### src/rtl/cam_emu_pkg.sv
// ============================================================================
// Module      : cam_emu_pkg
// Description : Shared types and constants for the camera stream emulator.
// Revision    : 1.0 - initial release
// ============================================================================
`default_nettype none

package cam_emu_pkg;

    typedef enum logic [2:0] {
        ST_IDLE   = 3'd0,
        ST_VSYNC  = 3'd1,
        ST_VBACK  = 3'd2,
        ST_ACTIVE = 3'd3,
        ST_HBLANK = 3'd4,
        ST_VFRONT = 3'd5
    } state_t;

    localparam logic [1:0] c_PAT_BARS  = 2'd0;
    localparam logic [1:0] c_PAT_GRAD  = 2'd1;
    localparam logic [1:0] c_PAT_SOLID = 2'd2;
    localparam logic [1:0] c_PAT_ADDR  = 2'd3;

    // Entry 0 is the leftmost bar.
    localparam logic [7:0][11:0] c_BAR_COLORS = {
        12'h000, 12'h00F, 12'hF00, 12'hF0F,
        12'h0F0, 12'h0FF, 12'hFF0, 12'hFFF
    };

    // Byte 0 carries red in the low nibble, byte 1 carries green/blue.
    function automatic logic [7:0] rgb444_byte(input logic [11:0] rgb, input logic sel);
        return sel ? rgb[7:0] : {4'h0, rgb[11:8]};
    endfunction

endpackage

`default_nettype wire

### src/rtl/cam_emu_pixel.sv
// ============================================================================
// Module      : cam_emu_pixel
// Description : Combinational test-pattern generator, one RGB444 byte out.
// Revision    : 1.0 - initial release
// ============================================================================
`default_nettype none

module cam_emu_pixel
    import cam_emu_pkg::*;
#(
    parameter int H_PIXELS = 160
) (
    input  logic [1:0]  i_pattern,
    input  logic [11:0] i_solid_color,
    input  logic [11:0] i_x,
    input  logic [11:0] i_y,
    input  logic        i_byte_sel,
    output logic [7:0]  o_px_byte
);

    localparam logic [11:0] c_BAR_W = 12'(H_PIXELS / 8);

    logic [11:0] w_bar_idx;
    logic [11:0] w_rgb;
    logic        w_unused_bits;

    assign w_unused_bits = ^{w_bar_idx[11:3], i_y[11:7]};

    always_comb begin
        w_bar_idx = i_x / c_BAR_W;
        w_rgb     = 12'h000;
        case (i_pattern)
            c_PAT_BARS:  w_rgb = c_BAR_COLORS[w_bar_idx[2:0]];
            c_PAT_GRAD:  w_rgb = {i_x[7:4], i_y[6:3], i_x[3:0]};
            c_PAT_SOLID: w_rgb = i_solid_color;
            default:     w_rgb = {i_y[5:0], i_x[5:0]};
        endcase
        o_px_byte = rgb444_byte(w_rgb, i_byte_sel);
    end

endmodule

`default_nettype wire

### src/rtl/cam_emu_tx.sv
// ============================================================================
// Module      : cam_emu_tx
// Description : OV7670-style PCLK/VSYNC/HREF/byte stream generator.
//               Optional macro CAM_EMU_SCROLL_EN adds horizontal scrolling.
// Revision    : 1.0 - initial release
// ============================================================================
`default_nettype none

module cam_emu_tx
    import cam_emu_pkg::*;
#(
    parameter int H_PIXELS    = 160,
    parameter int V_LINES     = 120,
    parameter int H_BLANK     = 32,
    parameter int VSYNC_LINES = 3,
    parameter int V_BACK      = 17,
    parameter int V_FRONT     = 10
) (
    input  logic        clk,
    input  logic        rst,
    input  logic        en,
    input  logic [1:0]  pattern,
    input  logic [11:0] solid_color,
    output logic        CAM_pclk,
    output logic        CAM_vsync,
    output logic        CAM_href,
    output logic [7:0]  CAM_px_data,
    output logic        frame_done
);

    localparam int             c_LINE_LEN    = 2 * H_PIXELS + H_BLANK;
    localparam int             c_CNT_W       = 16;
    localparam logic [15:0]    c_VSYNC_LAST  = 16'(VSYNC_LINES * c_LINE_LEN - 1);
    localparam logic [15:0]    c_VBACK_LAST  = 16'(V_BACK * c_LINE_LEN - 1);
    localparam logic [15:0]    c_ACTIVE_LAST = 16'(2 * H_PIXELS - 1);
    localparam logic [15:0]    c_HBLANK_LAST = 16'(H_BLANK - 1);
    localparam logic [15:0]    c_VFRONT_LAST = 16'(V_FRONT * c_LINE_LEN - 1);
    localparam logic [11:0]    c_LAST_LINE   = 12'(V_LINES - 1);

    state_t               r_state_q, w_state_d;
    logic [c_CNT_W-1:0]   r_cnt_q, w_cnt_d;
    logic [11:0]          r_line_q, w_line_d;
    logic                 r_pclk_q, w_pclk_d;
    logic                 r_vsync_q, w_vsync_d;
    logic                 r_href_q, w_href_d;
    logic [7:0]           r_data_q, w_data_d;
    logic                 r_frame_done_q, w_frame_done_d;
    logic [1:0]           r_pat_q, w_pat_d;
    logic [11:0]          r_solid_q, w_solid_d;
    logic                 w_tick;
    logic                 w_frame_end;
    logic [11:0]          w_x, w_x_pix;
    logic [7:0]           w_pix_byte;

    // All stream state advances on the clk edge where PCLK falls.
    assign w_tick = r_pclk_q;
    assign w_x    = w_cnt_d[12:1];

    always_ff @(posedge clk) begin
        if (rst) begin
            r_state_q      <= ST_IDLE;
            r_cnt_q        <= '0;
            r_line_q       <= '0;
            r_pclk_q       <= 1'b0;
            r_vsync_q      <= 1'b0;
            r_href_q       <= 1'b0;
            r_data_q       <= 8'h00;
            r_frame_done_q <= 1'b0;
            r_pat_q        <= '0;
            r_solid_q      <= '0;
        end else begin
            r_state_q      <= w_state_d;
            r_cnt_q        <= w_cnt_d;
            r_line_q       <= w_line_d;
            r_pclk_q       <= w_pclk_d;
            r_vsync_q      <= w_vsync_d;
            r_href_q       <= w_href_d;
            r_data_q       <= w_data_d;
            r_frame_done_q <= w_frame_done_d;
            r_pat_q        <= w_pat_d;
            r_solid_q      <= w_solid_d;
        end
    end

    always_comb begin
        w_state_d   = r_state_q;
        w_cnt_d     = r_cnt_q;
        w_line_d    = r_line_q;
        w_frame_end = 1'b0;
        if (w_tick) begin
            w_cnt_d = r_cnt_q + 1'b1;
            case (r_state_q)
                ST_IDLE: begin
                    w_cnt_d = '0;
                    if (en) w_state_d = ST_VSYNC;
                end
                ST_VSYNC: if (r_cnt_q == c_VSYNC_LAST) begin
                    w_state_d = ST_VBACK;
                    w_cnt_d   = '0;
                end
                ST_VBACK: if (r_cnt_q == c_VBACK_LAST) begin
                    w_state_d = ST_ACTIVE;
                    w_cnt_d   = '0;
                    w_line_d  = '0;
                end
                ST_ACTIVE: if (r_cnt_q == c_ACTIVE_LAST) begin
                    w_state_d = ST_HBLANK;
                    w_cnt_d   = '0;
                end
                ST_HBLANK: if (r_cnt_q == c_HBLANK_LAST) begin
                    w_cnt_d = '0;
                    if (r_line_q == c_LAST_LINE) begin
                        w_state_d = ST_VFRONT;
                    end else begin
                        w_state_d = ST_ACTIVE;
                        w_line_d  = r_line_q + 1'b1;
                    end
                end
                ST_VFRONT: if (r_cnt_q == c_VFRONT_LAST) begin
                    w_frame_end = 1'b1;
                    w_cnt_d     = '0;
                    w_state_d   = en ? ST_VSYNC : ST_IDLE;
                end
                default: begin
                    w_state_d = ST_IDLE;
                    w_cnt_d   = '0;
                end
            endcase
        end
    end

`ifdef CAM_EMU_SCROLL_EN
    logic [7:0] r_frame_cnt_q, w_frame_cnt_d;

    always_ff @(posedge clk) begin
        if (rst) r_frame_cnt_q <= 8'h00;
        else     r_frame_cnt_q <= w_frame_cnt_d;
    end

    always_comb begin
        w_frame_cnt_d = r_frame_cnt_q + {7'd0, w_frame_end};
        w_x_pix       = w_x;
        if (r_pat_q == c_PAT_BARS || r_pat_q == c_PAT_GRAD)
            w_x_pix = (w_x + {4'h0, r_frame_cnt_q}) % 12'(H_PIXELS);
    end
`else
    always_comb begin
        w_x_pix = w_x;
    end
`endif

    cam_emu_pixel #(
        .H_PIXELS (H_PIXELS)
    ) u_pixel (
        .i_pattern     (r_pat_q),
        .i_solid_color (r_solid_q),
        .i_x           (w_x_pix),
        .i_y           (w_line_d),
        .i_byte_sel    (w_cnt_d[0]),
        .o_px_byte     (w_pix_byte)
    );

    // Outputs are computed from the upcoming state so they are registered, not decoded.
    always_comb begin
        w_pclk_d       = ~r_pclk_q;
        w_vsync_d      = r_vsync_q;
        w_href_d       = r_href_q;
        w_data_d       = r_data_q;
        w_frame_done_d = w_frame_end;
        w_pat_d        = r_pat_q;
        w_solid_d      = r_solid_q;
        if (w_tick) begin
            w_vsync_d = (w_state_d == ST_VSYNC);
            w_href_d  = (w_state_d == ST_ACTIVE);
            w_data_d  = (w_state_d == ST_ACTIVE) ? w_pix_byte : 8'h00;
            if (w_state_d == ST_VSYNC && r_state_q != ST_VSYNC) begin
                w_pat_d   = pattern;
                w_solid_d = solid_color;
            end
        end
    end

    assign CAM_pclk    = r_pclk_q;
    assign CAM_vsync   = r_vsync_q;
    assign CAM_href    = r_href_q;
    assign CAM_px_data = r_data_q;
    assign frame_done  = r_frame_done_q;

endmodule

`default_nettype wire
### config.mk
export PLATFORM = sky130hd
export DESIGN_NAME = cam_emu_tx
export DESIGN_NICKNAME = d
export VERILOG_FILES = /design/src/rtl/cam_emu_pkg.sv /design/src/rtl/cam_emu_pixel.sv /design/src/rtl/cam_emu_tx.sv
export SDC_FILE = /design/constraint.sdc
export NUM_CORES = 1
export LEC_CHECK = 0
export ABC_AREA = 0
export CAP_MARGIN = 0
export CORE_MARGIN = 1
export CORE_UTILIZATION = 50
export DETAILED_ROUTE_END_ITERATION = 12
export PLACE_DENSITY_LB_ADDON = 0.12
export REMOVE_ABC_BUFFERS = 1
export SYNTH_ARGS = -nofsm -noshare
export SYNTH_HDL_FRONTEND = slang
export SYNTH_SLANG_ARGS = --single-unit
### constraint.sdc
create_clock -name clk -period 4.2 [get_ports clk]
set_clock_uncertainty 0.05 [all_clocks]
set_input_delay 0.42 -clock clk [delete_from_list [all_inputs] [get_ports clk]]
set_output_delay 0.42 -clock clk [all_outputs]
set_load 0.05 [all_outputs]
* Word-level counts from Yosys, hierarchy flattened
Memories as Yosys holds them, arrays and structs flattened. Cells that the tools add are included.
Cells by class: order comparisons 1, divide/modulo/power cells 1, mux-type cells 27, equality and inequality tests 19, multiply operators 0, bitwise gates (word level) 2, shifts and indexed selects 0, reduce and logical (&&, ||, !) cells 7, add/subtract/negate cells 2
Operators with widths (number):
- 2-to-1 mux 16 bit | 5
- one-hot mux 16 bit (5 select lines) | 1
- 2-to-1 mux 12 bit | 4
- one-hot mux 12 bit (3 select lines) | 1
- 2-to-1 mux 3 bit | 8
- one-hot mux 12 bit (2 select lines) | 1
- one-hot mux 3 bit (6 select lines) | 1
- adder 16 x 1 -> 16 bit, second input constant | 1
- equality test 16 x 11 -> 1 bit, second input constant | 1
- equality test 16 x 12 -> 1 bit, second input constant | 1
- equality test 16 x 13 -> 1 bit, second input constant | 1
- equality test 16 x 5 -> 1 bit, second input constant | 1
- equality test 16 x 9 -> 1 bit, second input constant | 1
- 2-to-1 mux 8 bit | 2
- 2-to-1 mux 13 bit | 1
- adder 12 x 1 -> 12 bit, second input constant | 1
- divider 12 x 5 -> 12 bit, second input constant | 1
- equality test 12 x 7 -> 1 bit, second input constant | 1
- equality test 3 x 2 -> 1 bit, second input constant | 3
- 2-to-1 mux 7 bit | 1
- equality test 3 x 1 -> 1 bit, second input constant | 2
- equality test 3 bit, second input constant | 2
- inequality test 2 bit, second input constant | 3
- AND reduction 5 bit | 1
- other kinds (12) | 14
Word-level totals: memories 1, register bits after elaboration 57, memory bits (writable) 0, logic and storage cells 72, input port bits 17, latch bits 0, ROM bits 96, output and inout bits 12
Memories:
- (name not given) | depth 8, width 12, read ports 1, clocked after memory_dff 0, write ports 0, line cam_emu_pixel.sv:33 | c_PAT_BARS: w_rgb = c_BAR_COLORS[w_bar_idx[2:0]];

* Depth between registers and ports, before layout
Gate-level depths: netlist (run 1).
depth after elaboration 10, mapped depth 19, mapped depth without buffers 16

* Hierarchy
A second synthesis (run 1) with hierarchy kept.
Unflattened totals: cell total of the unflattened synthesis 609, area, all modules 4466.8 um^2
By module, submodules not included:
- cam_emu_tx | cells each 434, seq. area each 1141.1 um^2, instances 1, area an instance 3245.6 um^2
- cam_emu_pixel | cells each 175, seq. area each 0.0 um^2, instances 1, area an instance 1221.2 um^2

* Worst setup path after synthesis (run 1)
No wires, ideal clock.
path type flip-flop to flip-flop, start register r_cnt_q[13], end register r_data_q[3], in the netlist CAM_px_data[3], period minus slack after synthesis 4.551 ns, cell stages (with the launch flop) 18, data required time 4.078 ns, slack -0.351 ns, library setup time 0.072 ns, buffers on the path 2, arrival 4.429 ns, cell sequence dfxtp_1 -> or4_4 -> or4_4 -> nand2_2 -> a31oi_4 -> a311o_1 -> buf_6 -> o21ai_2 -> o22ai_1 -> or4_4 -> and3_1 -> buf_6 -> a2111oi_4 -> a21oi_2 -> a2111oi_2 -> o22ai_1 -> a221o_1 -> a2bb2oi_1
On the way: longest elaborated chain between the ends 10, elaborated cells on any way between the ends 30, classes of those cells div: 1; eq/ne: 6; mux: 22; memory: 1
Ends and longest elaborated chain:
- from (decl) | line cam_emu_tx.sv:41 | logic [c_CNT_W-1:0] r_cnt_q, w_cnt_d;
- from (signal assigned) | line cam_emu_tx.sv:73 | r_cnt_q <= w_cnt_d;
- equality test 16 x 12 -> 1 bit (tied with other cells) | line cam_emu_tx.sv:119 | ST_VFRONT: if (r_cnt_q == c_VFRONT_LAST) begin
- 2-to-1 mux 16 bit, on equally long branches
- one-hot mux 16 bit (5 select lines) | line cam_emu_tx.sv:92 | case (r_state_q)
- 2-to-1 mux 13 bit | line cam_emu_tx.sv:90 | if (w_tick) begin
- divider 12 x 5 -> 12 bit | line cam_emu_pixel.sv:30 | w_bar_idx = i_x / c_BAR_W;
- memory read (8 x 12 bit)
- 2-to-1 mux 12 bit (implied by the code) | line cam_emu_pixel.sv:33
- one-hot mux 12 bit (3 select lines) | line cam_emu_pixel.sv:32 | case (i_pattern)
- 2-to-1 mux 8 bit | line cam_emu_pkg.sv:32 | return sel ? rgb[7:0] : {4'h0, rgb[11:8]};
- 2-to-1 mux 8 bit (*) | line cam_emu_tx.sv:175 | w_data_d = (w_state_d == ST_ACTIVE) ? w_pix_byte : 8'h00;
- to (signal assigned) | line cam_emu_tx.sv:78 | r_data_q <= w_data_d;
- to (decl) | line cam_emu_tx.sv:46 | logic [7:0] r_data_q, w_data_d;
Every way passes the cells marked *; elsewhere a longest branch is shown, timed or not. The select of a mux whose other input is x is not followed. A chain may end at the register's enable or synchronous reset.

* Final worst setup path (run 1)
start register r_cnt_q[11], end register r_data_q[2], in the netlist CAM_px_data[2]
On the way: longest elaborated chain between the ends 10, elaborated cells on any way between the ends 31, classes of those cells add/sub: 1; div: 1; eq/ne: 6; mux: 22; memory: 1
Ends and longest elaborated chain:
- adder 16 x 1 -> 16 bit (tied with other cells) | line cam_emu_tx.sv:91 | w_cnt_d = r_cnt_q + 1'b1;
- 2-to-1 mux 16 bit, on equally long branches
- one-hot mux 16 bit (5 select lines) | line cam_emu_tx.sv:92
- 2-to-1 mux 13 bit | line cam_emu_tx.sv:90
- divider 12 x 5 -> 12 bit | line cam_emu_pixel.sv:30
- memory read (8 x 12 bit)
- 2-to-1 mux 12 bit (implied by the code) | line cam_emu_pixel.sv:33
- one-hot mux 12 bit (3 select lines) | line cam_emu_pixel.sv:32
- 2-to-1 mux 8 bit | line cam_emu_pkg.sv:32
- 2-to-1 mux 8 bit (*) | line cam_emu_tx.sv:175
Marked as above.

==> metrics, run 1 <==
unrepaired setup endpoints after global routing yes; Max-cap violations 0; crit path kind reg2reg; Synth-to-Final Area Change 39.9%; met2 WL post-DR ~6700 microns; Post-synth EDFFs 0; all-layer global routing usage a little under a third; n_diodes 0; Max stage delay on crit path ~0.55 ns; leakage 2.33 nW; YS warnings 0; Most used DFF post-synth dfxtp_1; adder-cell area share of the yosys netlist between 1 and 1.5%; status complete, but fails checks; Power per Cell Area 240 nW/um^2; Detailed Place HPWL 9400 microns; largest cells by area after synthesis dfxtp_1 (27%), nor2_1 (5.9%), nand2_1 (4.7%), mux2i_1 (4.5%), a21oi_1 (3.9%); top routing layer used met4; initial core utilization 51.7%; most frequent cell after synthesis nor2_1; Inserted Clock Buffers 9; initial antenna violation count 0; first-pass GRT wire length ~22000 microns; area share of the largest cell type after synthesis 26.7%; largest fanout on the critical path 4; Cells after Synth 543; Design Area, Final around 6000 sq um; metal3 WL between 500 and 600 microns; Final Max Slew Viols 0; Compound-Gate Fraction of Synth Area between 20% and 30%; Overflow after GRT 0; sequential fraction of the synthesis area around a quarter; IO buf count 28; CTS tree yes; critical path's slowest cell or4_4; TritonRoute pass-1 iters 6; chip height about 94 microns; Clock Latency Late Sink 0.33 ns; Root Driver clkbuf_8; WP data required 4.43 ns; Residual DRC 0; largest family of logic cells by synthesized area simple AND/OR/NAND/NOR gates; Worst setup SP type flip-flop; min-delay worst type reg2reg; vias in the first global route ~4500; # setup viols final 8; placed cell area between 5000 and 6000 sq um; Yosys cell types 96; H-tree levels 3; VDD IR max about 0.00022 V; Mean Syn Cell Area 7.86 sq um; Post-synth ARST share 0%; critical path cell sequence buf_4 > or3_4 > or4_4 > buf_6 > nand2_8 > a31oi_4 > a311o_1 > o21ai_2 > o22ai_1 > or4_4 > buf_6 > and4b_2 > a2111oi_4 > a21oi_2 > a2111oi_4 > o22ai_2 > a221oi_1 > o22a_1; via count about 4800; CP endpoint kind flip-flop; worst-case clock buffer depth 2; # clock sinks 57; Post-synth top cells nor2_1 (67), dfxtp_1 (57), nand2_1 (54), a21oi_1 (33), o21ai_0 (27); fraction of layout cells with a size suffix above 1 about a third; DR vias/cell between 6 and 7; clk slew on worst S/H paths 0.07 ns; Post-Synth XOR/XNOR Area just over 2%; Site Rows 33; Ports 29; Fmax about 220 MHz; cell accounting for the most synthesized area dfxtp_1; crit share post-route 109%; Tmin final between 4 and 5 ns; die footprint between 8000 and 9000 sq um; WHS ~0.4 ns; met1 WL between 6000 and 7000 microns; Synth Cell Area 4270 sq um; worst setup margin -0.382 ns; violated checks setup timing; global placer's final weighted congestion approximately 0.93; Die Width ~94 microns; hold buffers post-CTS 0; largest net degree at the start of global routing 49; Core Area between 8000 and 9000 sq um; multiplexer share of the synthesized area 5.07%; WL/cell 17.7 microns; Final nets slightly below 700; Slew headroom between 50% and 60%; #FFs+latches synth 57; initial DRC count 275; Simple-Gate Fraction of Synth Area between 30% and 40%; Least-Margin Pin Slew 0.685 ns; final hold violation count 0; WP data arrival approximately 4.8 ns; ANT nets after route 0; Total Routed Length 13700 microns
==> state kept, by name (all words and copies together), names as in the netlist <==
signal / flops
r_pat_q: 2
CAM_pclk: 1
CAM_px_data: 8
r_line_q: 12
r_solid_q: 12
r_cnt_q: 16
CAM_href: 1
CAM_vsync: 1
r_state_q: 3
frame_done: 1
==> cell usage in the layout (no fill, tap or decap), types with 6 or more instances in the layout <==
| cell type | instances |
|---|---|
| buf_4 | 108 |
| nor2_1 | 66 |
| nand2_1 | 53 |
| dfxtp_1 | 52 |
| a21oi_1 | 29 |
| o21ai_0 | 27 |
| clkdlybuf4s50_1 | 27 |
| mux2i_1 | 19 |
| nor3_1 | 18 |
| nand3_1 | 17 |
| nand4_1 | 13 |
| and3_1 | 10 |
| nor4_1 | 9 |
| clkbuf_8 | 9 |
| inv_1 | 7 |
| nor3_2 | 7 |
| buf_6 | 7 |
| o211ai_1 | 6 |
==> final timing paths <==
check | end | depth (start not counted) | startpoint | slack, ns
setup / recovery | CAM_px_data[2]$_SDFFE_PP0P_ | 18 | r_cnt_q[11]$_SDFF_PP0_ | -0.38
hold / removal | CAM_px_data[7]$_SDFFE_PP0P_ | 2 | CAM_px_data[7]$_SDFFE_PP0P_ | 0.41
setup reg to reg | CAM_px_data[2]$_SDFFE_PP0P_ | 18 | r_cnt_q[11]$_SDFF_PP0_ | -0.38
hold reg to reg | CAM_px_data[7]$_SDFFE_PP0P_ | 2 | CAM_px_data[7]$_SDFFE_PP0P_ | 0.41
==> cell type report <==
| cell class | count | area (sq um) |
|---|---|---|
| flip-flops and latches | 57 | 1150 |
| clock buffers | 10 | 128 |
| fillers | 657 | 2280 |
| well taps | 105 | 131 |
| multi-input cells | 441 | 3180 |
| repair buffers | 146 | 1230 |
| clock inverters | 6 | 130 |
| inverters | 8 | 30.0 |
==> where the power goes <==
| part | total, mW | switching [mW] | internal [mW] |
|---|---|---|---|
| Sequential | 0.564 | 0.0116 | 0.552 |
| Combinational | 0.187 | 0.104 | 0.0823 |
| Clock | 0.683 | 0.230 | 0.453 |
==> logic make-up (layout without fill, tap and decap cells) <==
group | count (synthesis) | count (layout)
AND/OR/NAND/NOR | 251 | 251
AO/OA/AOI/OAI | 155 | 155
flip-flops | 57 | 57
buffers and inverters | 45 | 170
multiplexers | 21 | 21
XOR/XNOR | 10 | 10
adder cells (fa/ha/maj) | 4 | 4
==> worst max-delay path, delay by kind of cell, from the launching register on <==
family,cells,cell delay (ns)
AND/OR/NAND/NOR,5,1.65
buffers and inverters,3,0.42
AO/OA/AOI/OAI,10,2.10
flip-flops,1,0.32
==> stage by stage <==
step	power (mW)	instances	TNS [ns]	worst slack, ns	utilization [%]
2_1_floorplan	0.666	506	-3.21	-0.601	-
3_3_place_gp	0.741	742	-2.62	-0.481	63.0
3_5_place_dp	0.744	742	-3.17	-0.559	63.0
4_1_cts	1.43	773	-1.10	-0.283	70.3
5_1_grt	1.48	773	-2.66	-0.561	72.3
6_report	1.43	773	-1.61	-0.382	72.3
==> metal layers <==
metal,up-vias,GRT usage [%]
met1,2304,39.7
met5,-,0
met4,0,11.0
li1,2294,-
met2,128,53.4
met3,36,3.95
==> timing repair <==
action	in CTS	in global routing
pin swaps	39	9
setup buffers	14	1
endpoints found under the setup margin	8	8
resized for setup	45	30
gates cloned	1	0
Note: power is estimated with default switching activity, not from simulation.
==> run 2: changes to the inputs <==
--- a/config.mk
+++ b/config.mk
@@ -5,10 +5,10 @@
 export SDC_FILE = /design/constraint.sdc
 export NUM_CORES = 1
 export LEC_CHECK = 0
-export ABC_AREA = 0
+export ABC_AREA = 1
 export CAP_MARGIN = 0
 export CORE_MARGIN = 1
-export CORE_UTILIZATION = 50
+export CORE_UTILIZATION = 53
 export DETAILED_ROUTE_END_ITERATION = 12
 export PLACE_DENSITY_LB_ADDON = 0.12
 export REMOVE_ABC_BUFFERS = 1
==> run 2 against run 1 <==
  * The flow still finishes with violations (setup timing)
  * Global-route usage fell by 3.4 points
  * Synthesized cell count rose by 9.2%
  * Clock power decreased by 6.6%
  * Sequential share of layout area up 5.4 points
  * Critical path depth grew 22
  * Largest cell class unchanged
==> metrics, run 2 <==
most frequent cells in the layout nand2_1 (109), nor2_1 (90), inv_1 (58) (was buf_4 (108), nor2_1 (66), nand2_1 (53)); fraction of layout cells with a size suffix above 1 21.1% (was 34.0%); initial DRC count 301 (was 275); n_diodes 0 (unchanged); via count 3979 (was 4762); critical path depth 40 (was 18); Slew headroom 55.1% (was 54.1%); Final nets 654 (was 682); largest reg by FF count r_cnt_q (unchanged); Post-synth EDFFs 0 (unchanged); CP Launch Point r_cnt_q[14]$_SDFFE_PP0P_ (was r_cnt_q[11]$_SDFF_PP0_); YS warnings 0 (unchanged); CP endpoint kind flip-flop (unchanged); global placer's final weighted congestion 0.936 (was 0.926); Worst setup SP type flip-flop (unchanged); worst path bufs/invs 2 (was 3); worst-case clock buffer depth 2 (unchanged); TritonRoute pass-1 iters 5 (was 6); Overflow after GRT 0 (unchanged); WP data required 4.40 ns (was 4.43 ns); Core Area 6830 sq um (was 8260 sq um); most frequent cell after synthesis nand2_1 (was nor2_1); Residual DRC 0 (unchanged); r2r setup slk -0.02 ns (was -0.38 ns); initial antenna violation count 0 (unchanged); die footprint 7480 sq um (was 8910 sq um); CP endpoint CAM_px_data[3]$_SDFFE_PP0P_ (was CAM_px_data[2]$_SDFFE_PP0P_); largest fanout on the critical path 5 (was 4); area share of the largest cell type after synthesis 30.2% (was 26.7%); CTS tree yes (unchanged); first-pass GRT wire length 16400 microns (was 21600 microns); leakage 1.98 nW (was 2.33 nW); Final Max Slew Viols 0 (unchanged); # clock sinks 57 (unchanged); WP data arrival 4.41 ns (was 4.81 ns); Worst R2R Path Depth 40 (was 18); Mean Syn Cell Area 6.38 sq um (was 7.86 sq um); Detailed Place HPWL 7320 microns (was 9400 microns); initial core utilization 55.4% (was 51.7%); Site Rows 30 (was 33); Max stage delay on crit path 0.32 ns (was 0.55 ns); Crit path max-delay family simple AND/OR/NAND/NOR gates (was compound AO/OA/AOI/OAI gates); vias in the first global route 3688 (was 4542); ANT nets after route 0 (unchanged); violated checks setup timing (unchanged); Largest register FFs 16 (unchanged); min-delay worst type reg2reg (unchanged); final core occ 68.5% (was 72.3%); reg2reg start r_cnt_q[14]$_SDFFE_PP0P_ (was r_cnt_q[11]$_SDFF_PP0_); worst setup margin -0.0183 ns (was -0.382 ns); final hold violation count 0 (unchanged); IO buf count 28 (unchanged); Total Routed Length 10100 microns (was 13700 microns); Power per Cell Area 299 nW/um^2 (was 240 nW/um^2); Ports 29 (unchanged); unrepaired setup endpoints after global routing yes (unchanged); crit path kind reg2reg (unchanged); largest net degree at the start of global routing 18 (was 49); chip height 86.5 microns (was 94.4 microns); Largest regs r_cnt_q (16), r_line_q (12), r_solid_q (12) (unchanged); crit share post-route 100% (was 109%); H-tree levels 3 (unchanged); Clock Latency Late Sink 0.35 ns (was 0.33 ns); VDD IR max 0.000215 V (was 0.000217 V); worst reg2reg endpoint CAM_px_data[3]$_SDFFE_PP0P_ (was CAM_px_data[2]$_SDFFE_PP0P_); Cells after Synth 593 (was 543); cell accounting for the most synthesized area dfxtp_1 (unchanged); hold_sp CAM_px_data[1]$_SDFFE_PP0P_ (was CAM_px_data[7]$_SDFFE_PP0P_); Least-Margin Pin Slew 0.672 ns (was 0.685 ns); critical path's slowest cell dfxtp_1 (was or4_4); Die Width 86.5 microns (was 94.4 microns); largest cells by area after synthesis dfxtp_1 (30%), nand2_1 (12%), nor2_1 (9.2%), inv_1 (5.9%), nand3_1 (5.2%) (was dfxtp_1 (27%), nor2_1 (5.9%), nand2_1 (4.7%), mux2i_1 (4.5%), a21oi_1 (3.9%)); Post-synth top cells nand2_1 (123), nor2_1 (93), inv_1 (59), dfxtp_1 (57), nand3_1 (39) (was nor2_1 (67), dfxtp_1 (57), nand2_1 (54), a21oi_1 (33), o21ai_0 (27)); Inserted Clock Buffers 9 (unchanged); most common cell after layout, fill and taps aside nand2_1 (was buf_4); Yosys cell types 42 (was 96); status complete, but fails checks (unchanged); Most used DFF post-synth dfxtp_1 (unchanged); DR vias/cell 5.41 (was 6.16); Root Driver clkbuf_8 (unchanged); CP most frequent cell nand2_2; placed cell area 4190 sq um (was 5200 sq um); Design Area, Final 4680 sq um (was 5970 sq um); Post-synth ARST share 0% (unchanged); Synth Cell Area 3780 sq um (was 4270 sq um); sequential fraction of the synthesis area 30.2% (was 26.7%); Fmax 237 MHz (was 218 MHz); Tmin final 4.22 ns (was 4.58 ns); WL/cell 13.7 microns (was 17.7 microns); clk slew on worst S/H paths 0.07 ns (about the same); worst hold path depth 2 (unchanged); #FFs+latches synth 57 (unchanged); # setup viols final 2 (was 8); Synth-to-Final Area Change 23.7% (was 39.9%); Max-cap violations 0 (unchanged); all-layer global routing usage 27.6% (was 31.1%)
-- run 2: final cells by class --
cell class	count	area [sq um]
multi-input combinational	448	2490
clock buffer	11	141
inverter	77	290
fill	628	2150
sequential	57	1150
tap	96	120
timing repair buffer	42	385
clock inverter	5	103
-- run 2: routing by layer --
layer,track usage (%),part of all wire (%),vias to the layer above,wire length (microns)
met5,0,0,-,0
met3,6.86,5.8,27,584
met1,35.9,45,1791,4490
met4,9.70,2.3,0,227
li1,-,-,2033,-
met2,44.6,47,128,4750
-- run 2: through the flow --
stage / total power, mW / hold slack (ns) / TNS [ns] / cells / setup slack, ns
2_1_floorplan: 0.694 / 0.380 / 0 / 582 / 0.0853
3_3_place_gp: 0.749 / 0.391 / 0 / 712 / 0.172
3_5_place_dp: 0.753 / 0.393 / 0 / 712 / 0.0193
4_1_cts: 1.39 / 0.408 / 0 / 728 / 0.0283
5_1_grt: 1.46 / 0.435 / -1.69 / 736 / -0.358
6_report: 1.40 / 0.409 / -0.0304 / 736 / -0.0183
-- run 2: what timing repair did --
item | in CTS | in global routing
pin swaps | 0 | 19
endpoints found under the hold margin | 0 | 0
hold buffers | 0 | 0
gates resized for setup | 1 | 53
endpoints found under the setup margin | 1 | 8
buffers inserted | 0 | 8
-- run 2: cell families (layout without fill, tap and decap cells) --
kind of cell | Yosys count | in the layout | synth area share (%)
xor gates and xnor gates | 14 | 14 | 3.24
AOI/OAI and AO/OA | 104 | 104 | 16.9
adders and majority gates | 2 | 2 | 0.661
and+or+nand+nor | 328 | 328 | 40.2
DFF | 57 | 57 | 30.2
buffers and inverters | 88 | 135 | 8.80
-- run 2: power breakdown --
group          switching [mW]  internal (mW)
registers              0.0132          0.554
logic                   0.124         0.0702
clock network           0.229          0.409
-- run 2: worst min-delay path: cells and delay by family, from the launching register on --
kind / cells / cell delay (ns)
and+or+nand+nor: 2 / 0.10
DFF: 1 / 0.32
-- run 2: how the worst min path moves through the flow --
stage,end,slack (ns)
2_1_floorplan,r_solid_q[11]$_SDFFE_PP0P_,0.38
3_3_place_gp,CAM_px_data[1]$_SDFFE_PP0P_,0.39
3_5_place_dp,CAM_px_data[1]$_SDFFE_PP0P_,0.39
4_1_cts,CAM_px_data[1]$_SDFFE_PP0P_,0.41
5_1_grt,CAM_px_data[1]$_SDFFE_PP0P_,0.43
6_report,CAM_px_data[1]$_SDFFE_PP0P_,0.41
==> run 3: changes to the inputs <==
--- a/config.mk
+++ b/config.mk
@@ -8,8 +8,9 @@
 export ABC_AREA = 1
 export CAP_MARGIN = 0
 export CORE_MARGIN = 1
-export CORE_UTILIZATION = 53
+export CORE_UTILIZATION = 55
 export DETAILED_ROUTE_END_ITERATION = 12
+export DONT_BUFFER_PORTS = 1
 export PLACE_DENSITY_LB_ADDON = 0.12
 export REMOVE_ABC_BUFFERS = 1
 export SYNTH_ARGS = -nofsm -noshare
==> run 3 against run 2 <==
  * Total power fell by 6.2%
  * Worst hold slack worse by 0.32 ns
  * Via count fell by 1.2%
  * The flow finishes with violations (DRC)
  * Clock power down 8.8%
  * First-iteration DRC count shrank 22%
  * Cell count fell by 6.8%
  * Critical endpoint is now CAM_px_data[1]$_SDFFE_PP0P_
  * Routed wire length is 0.91% higher
  * Highest routed layer unchanged
  * Clock-buffer cell count stayed put
  * Flip-flop and latch count stayed put
  * Setup slack improved by 0.11 ns
==> metrics, run 3 (synthesized netlist as in run 2, its figures left out) <==
n_diodes 0 (unchanged); initial DRC count 235 (was 301); Overflow after GRT 0 (unchanged); worst setup margin 0.0953 ns (was -0.0183 ns); unrepaired setup endpoints after global routing yes (unchanged); # clock sinks 57 (unchanged); Tmin final 4.10 ns (was 4.22 ns); Final Max Slew Viols 0 (unchanged); CTS tree yes (unchanged); crit share post-route 97.7% (was 100%); Slew headroom 34.6% (was 55.1%); worst slack at placement 0.0563 ns (was 0.0193 ns); H-tree levels 3 (unchanged); hold_sp rst (was CAM_px_data[1]$_SDFFE_PP0P_); fraction of layout cells with a size suffix above 1 23.2% (was 21.1%); Site Rows 29 (was 30); Die Width 84.9 microns (was 86.5 microns); largest fanout on the critical path 5 (unchanged); WP data arrival 4.29 ns (was 4.41 ns); Fillers 597 (was 628); die footprint 7210 sq um (was 7480 sq um); CP Launch Point r_cnt_q[7]$_SDFF_PP0_ (was r_cnt_q[14]$_SDFFE_PP0P_); IO buf count 0 (was 28); Least-Margin Pin Slew 0.978 ns (was 0.672 ns); Largest regs r_cnt_q (16), r_line_q (12), r_solid_q (12) (unchanged); final core occ 67.8% (was 68.5%); WL/cell 14.8 microns (was 13.7 microns); global placer's final weighted congestion 0.967 (was 0.936); # setup viols final 0 (was 2); Max stage delay on crit path 0.39 ns (was 0.32 ns); final hold violation count 0 (unchanged); Inserted Clock Buffers 9 (unchanged); Power per Cell Area 298 nW/um^2 (was 299 nW/um^2); violated checks DRC (was setup timing); min-delay worst type in2reg (was reg2reg); Fmax 244 MHz (was 237 MHz); Total Routed Length 10100 microns (about the same); Ports 29 (unchanged); CP endpoint kind flip-flop (unchanged); critical path's slowest cell dfxtp_4 (was dfxtp_1); chip height 84.9 microns (was 86.5 microns); initial core utilization 58.3% (was 55.4%); worst-case clock buffer depth 2 (unchanged); first-pass GRT wire length 15800 microns (was 16400 microns); clk slew on worst S/H paths 0.07 ns (about the same); status complete, but fails checks (unchanged); Clock Latency Late Sink 0.34 ns (was 0.35 ns); setup TNS 0 ns (was -0.0304 ns); initial antenna violation count 0 (unchanged); DR vias/cell 5.73 (was 5.41); reg2reg start r_cnt_q[7]$_SDFF_PP0_ (was r_cnt_q[14]$_SDFFE_PP0P_); largest reg by FF count r_cnt_q (unchanged); placed cell area 3870 sq um (was 4190 sq um); WP data required 4.39 ns (was 4.40 ns); Worst setup SP type flip-flop (unchanged); Core Area 6490 sq um (was 6830 sq um); via count 3931 (was 3979); TritonRoute pass-1 iters 10 (was 5); vias in the first global route 3551 (was 3688); leakage 1.89 nW (was 1.98 nW); Max-cap violations 0 (unchanged); Design Area, Final 4410 sq um (was 4680 sq um); Root Driver clkbuf_8 (unchanged); Final nets 623 (was 654); most frequent cells in the layout nand2_1 (111), nor2_1 (85), inv_1 (58) (was nand2_1 (109), nor2_1 (90), inv_1 (58)); VDD IR max 0.000236 V (was 0.000215 V); all-layer global routing usage 27.4% (was 27.6%); crit path kind reg2reg (unchanged); Synth-to-Final Area Change 16.5% (was 23.7%); ANT nets after route 0 (unchanged); Largest register FFs 16 (unchanged); WHS 0.0868 ns (was 0.409 ns); largest net degree at the start of global routing 29 (was 18); Residual DRC 1 (was 0); Detailed Place HPWL 7130 microns (was 7320 microns); most common cell after layout, fill and taps aside nand2_1 (unchanged)
-- run 3: changes by cell type in the layout (fill, tap and decap cells not counted), moves of 2 or more --
cell,previous run,this run
dfxtp_1,49,44
nand2_1,109,111
nor2_4,3,7
nor3_1,13,11
nand2_2,32,27
dfxtp_4,1,7
clkdlybuf4s50_1,28,0
nor3_2,1,3
nor2_1,90,85
buf_4,14,10
nand2_4,10,13
-- run 3: metal layers --
metal	global-route usage, %	vias to the layer above	share of wire, %
met1	36.5	1817	46
met4	10.5	0	2.0
met2	43.8	126	46
met3	5.35	19	5.3
met5	0	-	0
li1	-	1969	-
-- run 3: where the power goes --
group	internal, mW	switching [mW]
clock network	0.349	0.232
registers	0.551	0.0154
logic	0.0536	0.112
-- run 3: critical path, delay by kind of cell, from the launching register on --
family,cells,cell delay [ns]
buf+inv,3,0.33
xor+xnor,1,0.19
simple gates,30,2.87
flops,1,0.39
compound gates,1,0.18
-- run 3: timing repair --
item,CTS,global route
setup buffers,2,5
pin swaps,2,18
endpoints found under the setup margin,4,8
resized for setup,3,75
hold buffers,0,0
endpoints found under the hold margin,0,0
-- run 3: area by class of cell --
| cell class | count | area [sq um] | area share (%) |
|---|---|---|---|
| inverter | 77 | 290 | 6.59 |
| tap | 77 | 96.3 | 2.19 |
| clock buffer | 11 | 141 | 3.21 |
| timing repair buffer | 11 | 86.3 | 1.96 |
| clock inverter | 5 | 78.8 | 1.79 |
| sequential | 57 | 1170 | 26.7 |
| multi-input combinational | 448 | 2540 | 57.6 |
-- run 3: path summary, 6_finish.rpt --
kind / to / slack (ns) / depth (start not counted)
setup / recovery: CAM_px_data[1]$_SDFFE_PP0P_ / 0.1 / 35
hold / removal: r_cnt_q[4]$_SDFF_PP0_ / 0.09 / 1
setup reg to reg: CAM_px_data[1]$_SDFFE_PP0P_ / 0.1 / 35
hold reg to reg: r_solid_q[11]$_SDFFE_PP0P_ / 0.41 / 2
-- run 3: per-stage QoR --
stage / power [mW] / std cells
2_1_floorplan: 0.694 / 582
3_3_place_gp: 0.726 / 663
3_5_place_dp: 0.729 / 663
4_1_cts: 1.30 / 681
5_1_grt: 1.36 / 686
6_report: 1.31 / 686
